`src/rtl/csr_access_unit_if.sv`:
```
// Request/response bundle between an instruction pipeline, the CSR access unit and the CSR file.
// The slave modport is the access unit; the master modport is everything around it.
interface csr_access_unit_if;
    logic        start;
    logic [2:0]  funct3;
    logic [11:0] csr_addr_in;
    logic [4:0]  rs1_idx;
    logic [4:0]  rd_idx;
    logic [31:0] rs1_data;
    logic [31:0] csr_read_data;
    logic [11:0] csr_addr;
    logic        csr_read_en;
    logic        csr_write_en;
    logic [31:0] csr_write_data;
    logic        busy;
    logic        done;
    logic        illegal;
    logic        rd_wen;
    logic [31:0] rd_data;

    modport slave (
        input  start, funct3, csr_addr_in, rs1_idx, rd_idx, rs1_data, csr_read_data,
        output csr_addr, csr_read_en, csr_write_en, csr_write_data,
        output busy, done, illegal, rd_wen, rd_data
    );

    modport master (
        output start, funct3, csr_addr_in, rs1_idx, rd_idx, rs1_data, csr_read_data,
        input  csr_addr, csr_read_en, csr_write_en, csr_write_data,
        input  busy, done, illegal, rd_wen, rd_data
    );
endinterface

```
`src/rtl/csr_access_unit.sv`:
```
// Executes one Zicsr instruction as read/modify/write against a CSR file; 3 cycles start->done (2 if a phase is skipped, 1 if illegal).
// No backpressure: start is only honoured in IDLE and is dropped while busy.
module csr_access_unit #(
    parameter int unsigned IMPL_CHECK = 1
) (
    input logic              clk,
    input logic              reset,
    csr_access_unit_if.slave bus
);
    typedef enum logic [1:0] {IDLE, READ, WRITE, DONE} state_t;

    state_t      state;
    logic [2:0]  funct3_q;
    logic [11:0] addr_q;
    logic [4:0]  rs1_idx_q;
    logic [4:0]  rd_idx_q;
    logic [31:0] rs1_data_q;
    logic [31:0] old_q;
    logic        did_read_q;
    logic [31:0] write_data_q;
    logic [31:0] rd_data_q;
    logic        busy_q;
    logic        done_q;
    logic        illegal_q;
    logic        rd_wen_q;
    logic        read_en_q;
    logic        write_en_q;

    function automatic logic [31:0] apply_op(input logic [1:0] op, input logic [31:0] old,
                                             input logic [31:0] src);
        case (op)
            2'b01:   return src;
            2'b10:   return old | src;
            default: return old & ~src;
        endcase
    endfunction

    function automatic logic impl_addr(input logic [11:0] a);
        return a inside {12'h300, 12'h301, 12'h305, 12'h341, 12'h342};
    endfunction

    logic        legal_in;
    logic        rw_in;
    logic        rw_q;
    logic [31:0] src_in;
    logic [31:0] src_q;

    assign legal_in = (bus.funct3[1:0] != 2'b00) && ((IMPL_CHECK == 0) || impl_addr(bus.csr_addr_in));
    assign rw_in    = (bus.funct3[1:0] == 2'b01);
    assign rw_q     = (funct3_q[1:0] == 2'b01);
    assign src_in   = bus.funct3[2] ? {27'b0, bus.rs1_idx} : bus.rs1_data;
    assign src_q    = funct3_q[2] ? {27'b0, rs1_idx_q} : rs1_data_q;

    always_ff @(posedge clk or posedge reset) begin
        if (reset) begin
            state        <= IDLE;
            funct3_q     <= '0;
            addr_q       <= '0;
            rs1_idx_q    <= '0;
            rd_idx_q     <= '0;
            rs1_data_q   <= '0;
            old_q        <= '0;
            did_read_q   <= 1'b0;
            write_data_q <= '0;
            rd_data_q    <= '0;
            busy_q       <= 1'b0;
            done_q       <= 1'b0;
            illegal_q    <= 1'b0;
            rd_wen_q     <= 1'b0;
            read_en_q    <= 1'b0;
            write_en_q   <= 1'b0;
        end else begin
            case (state)
                IDLE: begin
                    done_q   <= 1'b0;
                    rd_wen_q <= 1'b0;
                    if (bus.start) begin
                        funct3_q   <= bus.funct3;
                        addr_q     <= bus.csr_addr_in;
                        rs1_idx_q  <= bus.rs1_idx;
                        rd_idx_q   <= bus.rd_idx;
                        rs1_data_q <= bus.rs1_data;
                        illegal_q  <= !legal_in;
                        busy_q     <= 1'b1;
                        if (!legal_in) begin
                            state      <= DONE;
                            done_q     <= 1'b1;
                            rd_data_q  <= '0;
                            did_read_q <= 1'b0;
                        end else if (rw_in && bus.rd_idx == 5'd0) begin
                            // Plain write with rd=x0: the old value is never needed.
                            state        <= WRITE;
                            write_en_q   <= 1'b1;
                            write_data_q <= apply_op(bus.funct3[1:0], 32'd0, src_in);
                            did_read_q   <= 1'b0;
                        end else begin
                            state      <= READ;
                            read_en_q  <= 1'b1;
                            did_read_q <= 1'b1;
                        end
                    end
                end
                READ: begin
                    read_en_q <= 1'b0;
                    old_q     <= bus.csr_read_data;
                    if (!rw_q && rs1_idx_q == 5'd0) begin
                        state     <= DONE;
                        done_q    <= 1'b1;
                        rd_data_q <= bus.csr_read_data;
                        rd_wen_q  <= (rd_idx_q != 5'd0);
                    end else begin
                        // Modify from the live read data; old_q only lands at this same edge.
                        state        <= WRITE;
                        write_en_q   <= 1'b1;
                        write_data_q <= apply_op(funct3_q[1:0], bus.csr_read_data, src_q);
                    end
                end
                WRITE: begin
                    write_en_q <= 1'b0;
                    state      <= DONE;
                    done_q     <= 1'b1;
                    rd_data_q  <= did_read_q ? old_q : 32'd0;
                    rd_wen_q   <= did_read_q && (rd_idx_q != 5'd0);
                end
                DONE: begin
                    done_q   <= 1'b0;
                    rd_wen_q <= 1'b0;
                    busy_q   <= 1'b0;
                    state    <= IDLE;
                end
                default: state <= IDLE;
            endcase
        end
    end

    assign bus.csr_addr       = addr_q;
    assign bus.csr_read_en    = read_en_q;
    assign bus.csr_write_en   = write_en_q;
    assign bus.csr_write_data = write_data_q;
    assign bus.busy           = busy_q;
    assign bus.done           = done_q;
    assign bus.illegal        = illegal_q;
    assign bus.rd_wen         = rd_wen_q;
    assign bus.rd_data        = rd_data_q;
endmodule

```
`src/flat_wrapper.sv`:
```
// flat-port wrapper written by rule: the top's interface ports become plain ports
module csr_access_unit_flat 
#(
    parameter int unsigned IMPL_CHECK = 1
)
  (clk, reset, bus_start, bus_funct3, bus_csr_addr_in, bus_rs1_idx, bus_rd_idx, bus_rs1_data, bus_csr_read_data, bus_csr_addr, bus_csr_read_en, bus_csr_write_en, bus_csr_write_data, bus_busy, bus_done, bus_illegal, bus_rd_wen, bus_rd_data);
  csr_access_unit_if bus_i ();
  input logic clk;
  input logic reset;
  input wire logic [$bits(bus_i.start)-1:0] bus_start;
  input wire logic [$bits(bus_i.funct3)-1:0] bus_funct3;
  input wire logic [$bits(bus_i.csr_addr_in)-1:0] bus_csr_addr_in;
  input wire logic [$bits(bus_i.rs1_idx)-1:0] bus_rs1_idx;
  input wire logic [$bits(bus_i.rd_idx)-1:0] bus_rd_idx;
  input wire logic [$bits(bus_i.rs1_data)-1:0] bus_rs1_data;
  input wire logic [$bits(bus_i.csr_read_data)-1:0] bus_csr_read_data;
  output wire logic [$bits(bus_i.csr_addr)-1:0] bus_csr_addr;
  output wire logic [$bits(bus_i.csr_read_en)-1:0] bus_csr_read_en;
  output wire logic [$bits(bus_i.csr_write_en)-1:0] bus_csr_write_en;
  output wire logic [$bits(bus_i.csr_write_data)-1:0] bus_csr_write_data;
  output wire logic [$bits(bus_i.busy)-1:0] bus_busy;
  output wire logic [$bits(bus_i.done)-1:0] bus_done;
  output wire logic [$bits(bus_i.illegal)-1:0] bus_illegal;
  output wire logic [$bits(bus_i.rd_wen)-1:0] bus_rd_wen;
  output wire logic [$bits(bus_i.rd_data)-1:0] bus_rd_data;
  assign bus_i.start = bus_start;
  assign bus_i.funct3 = bus_funct3;
  assign bus_i.csr_addr_in = bus_csr_addr_in;
  assign bus_i.rs1_idx = bus_rs1_idx;
  assign bus_i.rd_idx = bus_rd_idx;
  assign bus_i.rs1_data = bus_rs1_data;
  assign bus_i.csr_read_data = bus_csr_read_data;
  assign bus_csr_addr = bus_i.csr_addr;
  assign bus_csr_read_en = bus_i.csr_read_en;
  assign bus_csr_write_en = bus_i.csr_write_en;
  assign bus_csr_write_data = bus_i.csr_write_data;
  assign bus_busy = bus_i.busy;
  assign bus_done = bus_i.done;
  assign bus_illegal = bus_i.illegal;
  assign bus_rd_wen = bus_i.rd_wen;
  assign bus_rd_data = bus_i.rd_data;
  csr_access_unit #(.IMPL_CHECK(IMPL_CHECK)) u_core (.clk(clk), .reset(reset), .bus(bus_i));
endmodule
```
`config.mk`:
```
export PLATFORM = sky130hd
export DESIGN_NAME = csr_access_unit_flat
export DESIGN_NICKNAME = d
export VERILOG_FILES = /design/src/rtl/csr_access_unit_if.sv /design/src/rtl/csr_access_unit.sv /design/src/flat_wrapper.sv
export SDC_FILE = /design/constraint.sdc
export NUM_CORES = 1
export LEC_CHECK = 0
export ABC_AREA = 1
export CAP_MARGIN = 20
export CORE_AREA = 2 2 131 133
export DETAILED_ROUTE_END_ITERATION = 10
export DIE_AREA = 0 0 133 135
export HOLD_SLACK_MARGIN = 0.08
export PLACE_DENSITY_LB_ADDON = 0.25
export SYNTH_ARGS = -nofsm -noshare
export SYNTH_HDL_FRONTEND = slang
export SYNTH_SLANG_ARGS = --single-unit
```
`constraint.sdc`:
```
create_clock -name clk -period 7.18 [get_ports clk]
set_input_delay 2.154 -clock clk [delete_from_list [all_inputs] [get_ports clk]]
set_output_delay 2.154 -clock clk [all_outputs]
set_load 0.02 [all_outputs]
```
==> metrics.cfg <==
[synth]
ys_warn_count=0
synth_edf_count=0
netlist_area_sq_um=8397
synth.area.mux_share_pct=0
synthArstFlopShare_pct=100.0
synthCells=1110
avgSynthCellArea_sq_um=7.565
ys_ff_latch=162
syn-num-nets=1211
synth_top_area_share_pct=48.28
synth-simple-area-share_pct=31.58
synth_top_family_by_area=simple AND/OR/NAND/NOR gates
synth_compound_area_share_pct=11.18
synth_area_leaders=dfrtp_1 48%, nand2_1 21%, o21ai_0 6.9%
synthAdderAreaFrac_pct=1.341
synthDistinctLibCells=27
ys.flop_type=dfrtp_1
yosysTopAreaCell=dfrtp_1
synthXorXnorAreaFrac_pct=0
ys_seq_area_share_pct=48.28

[grt]
gr-total-overflow=0
first_global_vias=7059
grt_pass1_wl_microns=36460
grt_max_degree=109
grt_usage_pct=25.65
antenna_found_initial=0

[placed_design]
dp_hpwl_microns=15210
io_buffers=173
gp_congestion=0.8418
dpl-instance-area_sq_um=10100

[final_layout]
drive_gt1_share_pct=7.668
nets=1340
syn2layout_area_growth_pct=27.63
diodes=0
design_area_sq_um=10720

[clock_tree]
cts_tree=yes
clk_latency_ns=0.43
cts-root-buf=clkbuf_16
post_cts_buffers=0
clock_sinks=162
htree_levels=4
clock_path_buffers=2
clkSlewWorstSetupHoldPaths_ns=0.06
ctsResizeCount=0
postCtsHoldBufs=0
cts_buffers=17

[route]
wl_microns=22880
dr.pass1.iters=5
vias=7823
viasPerCell=5.315
ant_nets=0
wl_per_cell_microns=15.54
drtIter0Drc=741
drc_errors=0

[hold_path]
hold_path.class=register to register

[floorplanning]
io_pins=174
dieArea_sq_um=17960
die_w_microns=133
rows=47
core_sq_um=16410
initial_core_util_pct=51.18
die_h_microns=135

[critical_path]
endpoint=u_core.bus.csr_write_data[23]$_DFFE_PP0P_
reg2reg_depth=9
crit_required_ns=7.49
r2r_end=u_core.bus.csr_write_data[23]$_DFFE_PP0P_
rr_startpoint=u_core.state[1]$_DFFE_PP0N_
path_max_fanout=60
regToRegSetupSlack_ns=3.51
max_stage_delay_ns=0.75
slowest_stage=inv_2
critical_path_class=input pin to register
worstPathCellList=clkdlybuf4s50_1 > nand2_2 > inv_2 > nor2_2 > nor2_4 > nand3_2 > nand2_1 > nand2_1
arrival_ns=5.30
cp-startpoint=bus_start
crit_path_end_kind=register
worst_setup_path_start_kind=input pin
cp_common_cell=nand2_1

[sta]
skew_ns=0.007245
max_freq_mhz=200.2
finalMaxSlewViolations=0
hold_viol_final=0
post-route-period-util_pct=69.58
worst_pin_slew_ns=1.038
relSlewSlack_pct=30.66
rsz0062_at_grt=false
fin_crit_ns=4.996
setup_violations=0
fin_setup_tns_ns=0

[power_and_ir_drop]
p_clk_share_pct=18.7
seqPwrFrac_pct=30.3
vdd_drop_max_uv=293.1
switching_share_pct=45.80
p_sw_mw=2.191
power.internal_mw=2.593
pwr_density_cell_nw_per_um2=446.4
power.leakage_nw=5.317
pwr-share-comb_pct=51.0

[run_status]
outcome=finished clean

[flow_run]
drv_cap=0

## sequential cells by signal, indices dropped and copies added (netlist names)
name                       cells
u_core.state                   2
u_core.rs1_idx_q               5
u_core.bus.csr_write_en        1
u_core.bus.csr_write_data     32
u_core.bus.busy                1
u_core.bus.rd_data            32
u_core.bus.csr_addr           12
u_core.rs1_data_q             32
u_core.rd_idx_q                5
u_core.bus.rd_wen              1
u_core.bus.illegal             1
u_core.old_q                  32
u_core.bus.done                1
u_core.bus.csr_read_en         1
u_core.did_read_q              1
u_core.funct3_q                3
## cells in the final DEF, fill, tap and decap left out, drive strengths merged
master	synthesis	routed
clkbuf	32	19
a21oi	3	3
o211a	1	1
nand4	36	36
nand3	83	83
buf	39	8
nand2	482	482
bufinv	0	1
dfrtp	162	162
nor2	32	32
o211ai	5	5
or2	2	2
nor4	1	1
o22ai	1	1
inv	73	77
o21ai	149	149
clkinvlp	0	3
clkdlybuf4s50	0	173
ha	9	9
clkinv	0	5
## cell families (layout without fill, tap and decap cells)
| kind of cell | count (synthesis) | after routing |
|---|---|---|
| and+or+nand+nor | 636 | 636 |
| DFF | 162 | 162 |
| adders and majority gates | 9 | 9 |
| AOI/OAI and AO/OA | 159 | 159 |
| buffers and inverters | 144 | 286 |
## critical path: cells and delay by family
kind	cells	cell delay, ns
buffers and inverters	2	1.28
AND/OR/NAND/NOR	6	1.83
## per-layer routing
layer	vias to the layer above	share of wire, %	routed length (microns)	global-route usage, %
met1	3649	46	10630	37.96
met3	33	6.4	1461	3.529
met4	0	2.4	548	9.140
met2	321	45	10240	38.77
met5	-	0	0	0
li1	3820	-	-	-
## cell usage after synthesis (7+ instances only)
library cell	instances
buf_2	23
buf_4	7
clkbuf_1	32
dfrtp_1	162
ha_1	9
inv_1	68
nand2_1	477
nand3_1	81
nand4_1	36
nor2_1	24
o21ai_0	116
o21ai_2	33
## metrics by stage
stage / util, % / hold WS (ns) / worst slack, ns / cells / total power, mW
6_report: 65.32 / 0.4783 / 2.184 / 1472 / 4.784
5_1_grt: 65.32 / 0.4949 / 1.854 / 1472 / 5.145
4_1_cts: 65.08 / 0.4820 / 2.203 / 1470 / 4.747
3_5_place_dp: 61.54 / 0.4600 / 1.761 / 1438 / 3.845
3_3_place_gp: 61.45 / 0.4594 / 1.894 / 1437 / 3.758
2_1_floorplan: - / 0.4492 / 0.6494 / 1110 / 3.214
## worst min-delay path by stage
stage	slack, ns	cells past startpoint	start	end
5_1_grt	0.49	2	u_core.bus.csr_write_data[10]$_DFFE_PP0P_	u_core.bus.csr_write_data[10]$_DFFE_PP0P_
3_5_place_dp	0.46	2	u_core.bus.csr_write_data[8]$_DFFE_PP0P_	u_core.bus.csr_write_data[8]$_DFFE_PP0P_
6_report	0.48	2	u_core.bus.csr_write_data[10]$_DFFE_PP0P_	u_core.bus.csr_write_data[10]$_DFFE_PP0P_
3_3_place_gp	0.46	2	u_core.bus.csr_write_data[26]$_DFFE_PP0P_	u_core.bus.csr_write_data[26]$_DFFE_PP0P_
2_1_floorplan	0.45	2	u_core.rs1_data_q[10]$_DFFE_PP0P_	u_core.rs1_data_q[10]$_DFFE_PP0P_
4_1_cts	0.48	2	u_core.rs1_data_q[17]$_DFFE_PP0P_	u_core.rs1_data_q[17]$_DFFE_PP0P_
## final cells by class
cell class | count | area [sq um]
clock buffers | 19 | 452.9
multi-input cells | 804 | 3705
repair buffers | 181 | 1823
fillers | 1394 | 5690
well taps | 220 | 275.3
clock inverters | 13 | 127.6
inverters | 73 | 279.0
flip-flops and latches | 162 | 4054
## power groups by stage
| stage | Sequential, mW | Combinational (mW) | Clock [mW] |
|---|---|---|---|
| CTS | 1.45 | 2.40 | 0.902 |
| global placement | 1.45 | 2.31 | 0 |
| detailed placement | 1.46 | 2.39 | 0 |
| floorplan | 1.57 | 1.65 | 0 |
| finish | 1.45 | 2.44 | 0.895 |
| global route | 1.48 | 2.72 | 0.944 |
No activity file was read; power rests on OpenSTA's default activity.
